[src/rtl/lfsr_seq_pkg.sv]
// lfsr_seq_pkg: sequencer states, the six LFSR tap patterns and shared byte constants.
package lfsr_seq_pkg;
   typedef enum logic [3:0] {IDLE, SEED, LOAD, TRAIN, CHECK, RELOAD, RUN, PAD, DONE} state_t;
   localparam int NTAPS_DEF = 6;
   localparam logic [5:0] TAP_PTRN [NTAPS_DEF] = '{6'h21, 6'h2D, 6'h30, 6'h33, 6'h36, 6'h39};
   localparam logic [7:0] PRE_CHAR_DEF = 8'h5F;
   localparam logic [7:0] PAD_CHAR = 8'h20;
endpackage

[src/rtl/lfsr_decrypt_seq_mask.sv]
// lfsr_match_mask: per-lane state compare, surviving-candidate mask and lowest-index tap select.
module lfsr_match_mask #(
   parameter int LW    = 6,
   parameter int NTAPS = 6
) (
   input  logic                clk,
   input  logic                init_n,
   input  logic                i_clr,
   input  logic                i_en,
   input  logic                i_latch,
   input  logic [NTAPS*LW-1:0] i_lanes,
   input  logic [LW-1:0]       i_exp,
   output logic [NTAPS-1:0]    o_mask,
   output logic [2:0]          o_tap_sel
);
   logic [NTAPS-1:0] r_mask, w_hit;
   logic [2:0]       w_low;

   always_comb begin
      for (int i = 0; i < NTAPS; i++) w_hit[i] = i_lanes[i*LW +: LW] == i_exp;
   end

   assign o_mask = i_en ? (r_mask & w_hit) : r_mask;

   always_comb begin
      w_low = '0;
      for (int i = NTAPS - 1; i >= 0; i--) if (o_mask[i]) w_low = 3'(i);
   end

   always_ff @(posedge clk) begin
      if (!init_n || i_clr) r_mask <= '1;
      else r_mask <= o_mask;
      if (!init_n) o_tap_sel <= '0;
      else if (i_latch) o_tap_sel <= w_low;
   end
endmodule

[src/rtl/lfsr_decrypt_seq.sv]
// lfsr_decrypt_seq: recovers seed and tap pattern from the known preamble, then decrypts to memory.
// Define LFSR_SEQ_STRIP_PREAMBLE_EN to drop leading preamble bytes and space-pad the tail.
module lfsr_decrypt_seq
   import lfsr_seq_pkg::*;
#(
   parameter int          AW       = 8,
   parameter int          LW       = 6,
   parameter int          NTAPS    = 6,
   parameter int          SRC_BASE = 64,
   parameter int          DST_BASE = 0,
   parameter int          MSG_LEN  = 64,
   parameter int          PRE_LEN  = 7,
   parameter logic [7:0]  PRE_CHAR = PRE_CHAR_DEF
) (
   input  logic                clk,
   input  logic                init_n,
   input  logic                start,
   input  logic [7:0]          data_out,
   input  logic [NTAPS*LW-1:0] lfsr_state,
   output logic [AW-1:0]       raddr,
   output logic [AW-1:0]       waddr,
   output logic                wr_en,
   output logic [7:0]          data_in,
   output logic                load_lfsr,
   output logic                lfsr_en,
   output logic [LW-1:0]       seed,
   output logic [2:0]          tap_sel,
   output logic                busy,
   output logic                done,
   output logic                err
);
   localparam int              CW       = $clog2(MSG_LEN + 1);
   localparam logic [AW-1:0]   SRC      = AW'(SRC_BASE);
   localparam logic [AW-1:0]   DST      = AW'(DST_BASE);
   localparam logic [CW-1:0]   PRE_LAST = CW'(PRE_LEN - 1);
   localparam logic [CW-1:0]   MSG_LAST = CW'(MSG_LEN - 1);

   state_t           r_state, w_next;
   logic [CW-1:0]    r_cnt;
   logic [LW-1:0]    r_exp, r_seed, w_exp_in, w_lane;
   logic             r_err, r_done, w_none;
   logic [NTAPS-1:0] w_mask;
   logic [7:0]       w_dec;
   logic [AW-1:0]    w_addr_c;

   assign w_exp_in = data_out[LW-1:0] ^ PRE_CHAR[LW-1:0];
   assign w_lane   = lfsr_state[tap_sel*LW +: LW];
   assign w_dec    = data_out ^ 8'(w_lane);
   assign w_none   = ~|w_mask;
   assign w_addr_c = SRC + AW'(r_cnt);
   assign seed     = r_seed;
   assign err      = r_err;
   assign done     = r_done;
   assign busy     = r_state != IDLE && r_state != DONE;

   lfsr_match_mask #(.LW(LW), .NTAPS(NTAPS)) u_mask (
      .clk       (clk),
      .init_n    (init_n),
      .i_clr     (r_state == LOAD),
      .i_en      (r_state == TRAIN || r_state == CHECK),
      .i_latch   (r_state == CHECK),
      .i_lanes   (lfsr_state),
      .i_exp     (r_exp),
      .o_mask    (w_mask),
      .o_tap_sel (tap_sel)
   );

`ifdef LFSR_SEQ_STRIP_PREAMBLE_EN
   logic          r_strip, w_keep;
   logic [CW-1:0] r_wp;

   assign w_keep = !(r_strip && w_dec == PRE_CHAR);

   always_ff @(posedge clk) begin
      if (!init_n || r_state == RELOAD) begin
         r_strip <= 1'b1;
         r_wp    <= '0;
      end else if (wr_en) begin
         r_strip <= 1'b0;
         r_wp    <= r_wp + CW'(1);
      end
   end
`endif

   always_comb begin
      w_next    = r_state;
      raddr     = SRC;
      waddr     = DST;
      wr_en     = 1'b0;
      load_lfsr = 1'b0;
      lfsr_en   = 1'b0;
      data_in   = w_dec;
      case (r_state)
         IDLE:    w_next = start ? SEED : IDLE;
         SEED:    w_next = LOAD;
         LOAD: begin
            load_lfsr = 1'b1;
            w_next    = TRAIN;
         end
         TRAIN: begin
            raddr   = w_addr_c;
            lfsr_en = 1'b1;
            w_next  = (r_cnt == PRE_LAST) ? CHECK : TRAIN;
         end
         CHECK:   w_next = w_none ? DONE : RELOAD;
         RELOAD: begin
            load_lfsr = 1'b1;
            w_next    = RUN;
         end
`ifdef LFSR_SEQ_STRIP_PREAMBLE_EN
         RUN: begin
            raddr   = w_addr_c;
            lfsr_en = 1'b1;
            wr_en   = w_keep;
            waddr   = DST + AW'(r_wp);
            w_next  = (r_cnt != MSG_LAST) ? RUN :
                      (r_wp + CW'(w_keep) == CW'(MSG_LEN)) ? DONE : PAD;
         end
         PAD: begin
            wr_en   = 1'b1;
            waddr   = DST + AW'(r_wp);
            data_in = PAD_CHAR;
            w_next  = (r_wp == MSG_LAST) ? DONE : PAD;
         end
`else
         RUN: begin
            raddr   = w_addr_c;
            waddr   = DST + AW'(r_cnt);
            wr_en   = 1'b1;
            lfsr_en = 1'b1;
            w_next  = (r_cnt == MSG_LAST) ? DONE : RUN;
         end
`endif
         DONE:    w_next = DONE;
         default: w_next = IDLE;
      endcase
      // reset must suppress any write or LFSR action in the aborting cycle
      if (!init_n) begin
         raddr     = SRC;
         waddr     = DST;
         wr_en     = 1'b0;
         load_lfsr = 1'b0;
         lfsr_en   = 1'b0;
      end
   end

   always_ff @(posedge clk) begin
      if (!init_n) begin
         r_state <= IDLE;
         r_cnt   <= '0;
         r_seed  <= '0;
         r_exp   <= '0;
         r_err   <= 1'b0;
         r_done  <= 1'b0;
      end else begin
         r_state <= w_next;
         r_exp   <= w_exp_in;
         r_cnt   <= (r_state == LOAD) ? CW'(1) :
                    (r_state == RELOAD) ? CW'(0) :
                    (r_state == TRAIN || r_state == RUN) ? r_cnt + CW'(1) : r_cnt;
         if (r_state == SEED) r_seed <= w_exp_in;
         if (r_state == CHECK && w_none) r_err <= 1'b1;
         r_done  <= r_state == DONE;
      end
   end
endmodule

[config.mk]
export PLATFORM = sky130hd
export DESIGN_NAME = lfsr_decrypt_seq
export DESIGN_NICKNAME = d
export VERILOG_FILES = /design/src/rtl/lfsr_seq_pkg.sv /design/src/rtl/lfsr_decrypt_seq_mask.sv /design/src/rtl/lfsr_decrypt_seq.sv
export SDC_FILE = /design/constraint.sdc
export NUM_CORES = 1
export LEC_CHECK = 0
export BUFFER_PORTS_ARGS = -buffer_cell sky130_fd_sc_hd__buf_2
export CAP_MARGIN = 20
export CELL_PAD_IN_SITES_DETAIL_PLACEMENT = 0
export CELL_PAD_IN_SITES_GLOBAL_PLACEMENT = 2
export CORE_MARGIN = 2
export CORE_UTILIZATION = 30
export DETAILED_ROUTE_END_ITERATION = 6
export GPL_ROUTABILITY_DRIVEN = 0
export GPL_TIMING_DRIVEN = 0
export HOLD_SLACK_MARGIN = 0.05
export PLACE_DENSITY = 0.81
export SYNTH_ARGS = -nofsm -noshare
export SYNTH_HDL_FRONTEND = slang
export SYNTH_SLANG_ARGS = --single-unit
[constraint.sdc]
create_clock -name clk -period 5.3 [get_ports clk]
set_input_delay 0.265 -clock clk [delete_from_list [all_inputs] [get_ports clk]]
set_output_delay 0.265 -clock clk [all_outputs]
set_load 0.005 [all_outputs]
Yosys cells after proc, flatten, opt, wreduce, memory -nomap -nowiden:

Index checks and enable logic that the tools add are counted.

* reduce and logical (&&, ||, !) cells: 14
* eq/ne operators: 16
* shift-type cells: 1
* muxes and demuxes: 25
* bitwise logic cells: 4
* add/subtract/negate cells: 2
* $mul: 1

Operator list (count)
* $eq A6 B6 Y1: 6
* $shiftx A36 B7 Y6: 1
* $pmux W4 S8: 1
* $mux W8: 3
* $mux W3: 7
* $eq A4 B3 Y1 const B: 3
* $mux W1: 10
* $add A7 B7 Y8 const A: 1
* $eq A4 B2 Y1 const B: 2
* $mux W4: 2
* $xor A8 B6 Y8: 1
* $add A7 B1 Y7 const B: 1
* $eq A7 B3 Y1 const B: 1
* $eq A7 B6 Y1 const B: 1
* $mux W7: 1
* $and A6 B6 Y6: 1
* $mux W6: 1
* $reduce_or A6 Y1: 1
* $mul A3 B2 Y5 const B: 1
* $not A5 Y5: 1
* $eq A4 B1 Y1 const B: 1
* $eq A4 B4 Y1 const B: 1
* $logic_not A4 Y1: 1
* $ne A4 B4 Y1 const B: 1
* other kinds (8): 13

* output and inout port bits: 39
* input port bits: 47
* bits in registers: 34
* word-level logic and storage cells: 72

Logic depth before layout (Yosys ltp):

* depth in word-level cells: 9
* depth in mapped cells: 7
* gate-level depth less buffers: 7

Modules after synthesis:

Synthesis repeated with hierarchy kept, for this count alone.

* cells, all modules: 282
* area, all modules: 2398.6 um2

By module, submodules not included
* lfsr_decrypt_seq: instances 1, cells each 187, area each 1559.0 um2, seq. area each 500.5 um2
* lfsr_match_mask: instances 1, cells each 95, area each 839.6 um2, seq. area each 180.2 um2

Worst setup path after synthesis:

OpenSTA, ideal clock, no wires.

* path type: register to output
* start point: register u_mask.o_tap_sel[0]
* end point: output data_in[2]
* cell stages (with the launch flop): 7
* path slack: 3379 ps
* buffers on the path: 2
* arrival: 1656 ps
* cell sequence: dfxtp_1 clkbuf_1 buf_2 mux4_2 inv_1 o22ai_1 xor2_1

* cells in the longest elaborated chain, start to end: 3

Ends and longest elaborated chain
* start: declaration: line lfsr_decrypt_seq_mask.sv:14 `output logic [2:0] o_tap_sel`
* start signal: assignment: line lfsr_decrypt_seq_mask.sv:34 `else if (i_latch) o_tap_sel <= w_low;`
* $mul A3 B2 Y5: line lfsr_decrypt_seq.sv:47 `assign w_lane = lfsr_state[tap_sel*LW +: LW];`
* $shiftx A36 B7 Y6: line lfsr_decrypt_seq.sv:47
* $xor A8 B6 Y8: line lfsr_decrypt_seq.sv:48 `assign w_dec = data_out ^ 8'(w_lane);`
* end: declaration: line lfsr_decrypt_seq.sv:23 `output logic [7:0] data_in,`

Every way passes these cells.

Worst setup path after layout:

* start point: register u_mask.o_tap_sel[0]
* end point: output data_in[3]

The elaborated chain is that of the path after synthesis.

==> flow_summary.yaml <==
cts:
  cts-hold-fix-buffers: 0
  h-tree-depth: 2
  cts_buffers: 5
  cts_resized: 0
  path_clk_slew_ns: 0.07
  cts_setup_buffers: 0
  insertion_delay_ns: 0.28
  ctsLongestPathBuffers: 2
  clock_sinks: 34
  clock-root-buffer: "clkbuf_8"
  cts_tree: "done"
synthesis:
  synthArstFlopShare: 0
  synth-edff-count: 0
  synth_area_leaders: "dfxtp_1 (29%), xnor2_1 (11%), xor2_1 (6.3%), mux4_2 (5.7%), nand2_1 (3.2%)"
  syn_avg_cell_area_um2: 8.65
  synth.distinct_cells: 53
  synthFlopType: "dfxtp_1"
  synth_seq_cells: 34
  netlist.area_leader.share: 0.287
  syn_area_um2: 2370
  yosysSeqAreaShare: 0.287
  yosysWarnings: 0
  syn_nets: 323
  synth_top_cell_by_area: "dfxtp_1"
  syn_inst: 274
placement:
  port_buffers: 82
  preCtsSetupSlack_ns: 3.00
  dp_hpwl_mm: 5.40
setup_path:
  start_kind: "register"
  cp_num_buf_inv: 4
  crit_path_cell_trace: "clkbuf_1, buf_2, mux4_2, inv_1, o22ai_1, xor2_1, buf_2"
  rr_worst_depth: 6
  max_stage_delay_ns: 0.55
  path_depth: 7
  worst-r2r-setup-slack_ns: 3.23
  cp.arrival_ns: 2.29
  critPathSlowestCell: "mux4_2"
  path_delay_family: "buffers and inverters"
  crit_fanout: 10
  crit_top_cell: "buf_2"
  crit_required_ns: 5.04
  crit_path_end_kind: "primary output"
  crit_type: "reg2out"
grt:
  grt_pass1_vias: 2161
  grt_pass1_wl_mm: 10.8
  grt_antenna_before_repair: 0
  track_usage: 0.158
  grt_overflow_total: 0
  grt_max_degree: 11
sta:
  fin_crit_ns: 2.56
  setup_violations: 0
  worst_pin_slew_ns: 0.769
  rsz0062_at_grt: "false"
  tns_ns: 0
  hold_viol: 0
  slew_viol_final: 0
  finalWorstSetupSlack_ns: 2.74
  fin_crit_sh: 0.483
  hold_ws_ns: 0.186
  fin_skew_ns: 0.00443
  fmax_mhz: 391
  relSlewSlack: 0.483
floorplanning:
  die_x_um: 92.9
  die_y_um: 92.9
  die-area_um2: 8630
  core_um2: 7690
  io_pins: 86
  initial_core_util: 0.308
  core.rowCount: 32
cells_and_area:
  num-fill-cells: 847
  antennaDiodeCount: 0
  synthToLayoutAreaGrowth_pct: 26.5
  nets: 412
  final_cell_mix: "buf_2 (89), dfxtp_1 (34), xnor2_1 (31)"
  layout.cells.most_common: "buf_2"
  drive_above_1_share: 0.305
flow_run:
  cap_violations: 0
power:
  power_per_cell_area_nw_per_um2: 201
  p_leak_uw: 0.00132
  vdd_drop_max_mv: 0.0794
detailed_routing:
  wl_per_cell_um: 14.4
  wirelength_mm: 6.70
  drtPass1Iterations: 4
  drt_iter0_markers: 60
  drcViolationCount: 0
  vias: 2222
  ant_nets: 0
  via_per_inst: 4.77
hold_path:
  min_path_cells: 2
  hold_class: "in2reg"
run_status:
  status: "completed"
worst paths after layout:
kind,startpoint,to
setup / recovery,u_mask.o_tap_sel[0]$_SDFFE_PN0P_,data_in[3]
hold / removal,data_out[3],r_exp[3]$_SDFF_PN0_
setup reg to reg,r_state[2]$_SDFF_PN0_,r_state[0]$_SDFF_PN0_
hold reg to reg,err$_SDFFE_PN0P_,err$_SDFFE_PN0P_
cells in the mapped netlist (8+ instances only):
master / instances
and2_1: 9
and3_1: 8
clkbuf_1: 12
dfxtp_1: 34
inv_1: 10
nand2_1: 20
nand4_1: 8
nor2_1: 17
nor2b_1: 10
xnor2_1: 31
xor2_1: 17
final cells by class:
cell class | instances | area (um^2) | area share
multi-input combinational | 207 | 1550 | 0.515
sequential | 34 | 681 | 0.227
timing repair buffer | 82 | 410 | 0.137
tap | 102 | 128 | 0.0425
buffer | 23 | 106 | 0.0354
clock buffer | 7 | 86.3 | 0.0288
inverter | 10 | 37.5 | 0.0125
clock inverter | 1 | 5.00 | 0.00167
per-layer routing:
layer,part of all wire,up-vias,GRT usage
met5,0,-,0
met4,0.012,0,0.0429
met1,0.46,1017,0.207
met3,0.074,7,0.0407
met2,0.45,79,0.257
li1,-,1119,-
power breakdown:
part	switching (uW)	internal, uW
logic	68.2	64.1
clock network	90.6	105
registers	7.76	266
per-stage QoR:
step / area [um^2] / total power, uW / instances / util
finish: 3000 / 602 / 466 / 0.390
CTS: 3000 / 611 / 466 / 0.390
global placement: 2910 / 414 / 458 / 0.378
global route: 3000 / 638 / 466 / 0.390
floorplan: 2370 / 359 / 274 / -
detailed placement: 2910 / 413 / 458 / 0.378
kinds of logic (layout without fill, tap and decap cells):
family | count (synthesis) | count (layout) | synth area share
fa+ha+maj | 2 | 2 | 0.0106
flops | 34 | 34 | 0.287
buf+inv | 33 | 123 | 0.0607
other cells | 1 | 1 | 0.00158
compound gates | 45 | 45 | 0.151
xor+xnor | 48 | 48 | 0.177
simple gates | 98 | 98 | 0.225
mux | 13 | 13 | 0.0865
worst reg2reg max path, delay by kind of cell (launching register included):
kind	cells	cell delay, ns
AO/OA/AOI/OAI	5	1.13
flip-flops	1	0.42
AND/OR/NAND/NOR	1	0.38
sequential cells by signal, indices dropped and copies added, names as in the netlist:
signal            count
r_exp                 6
u_mask.r_mask         6
done                  1
err                   1
r_cnt                 7
u_mask.o_tap_sel      3
r_state               4
seed                  6
(Power assumes the default switching activity.)
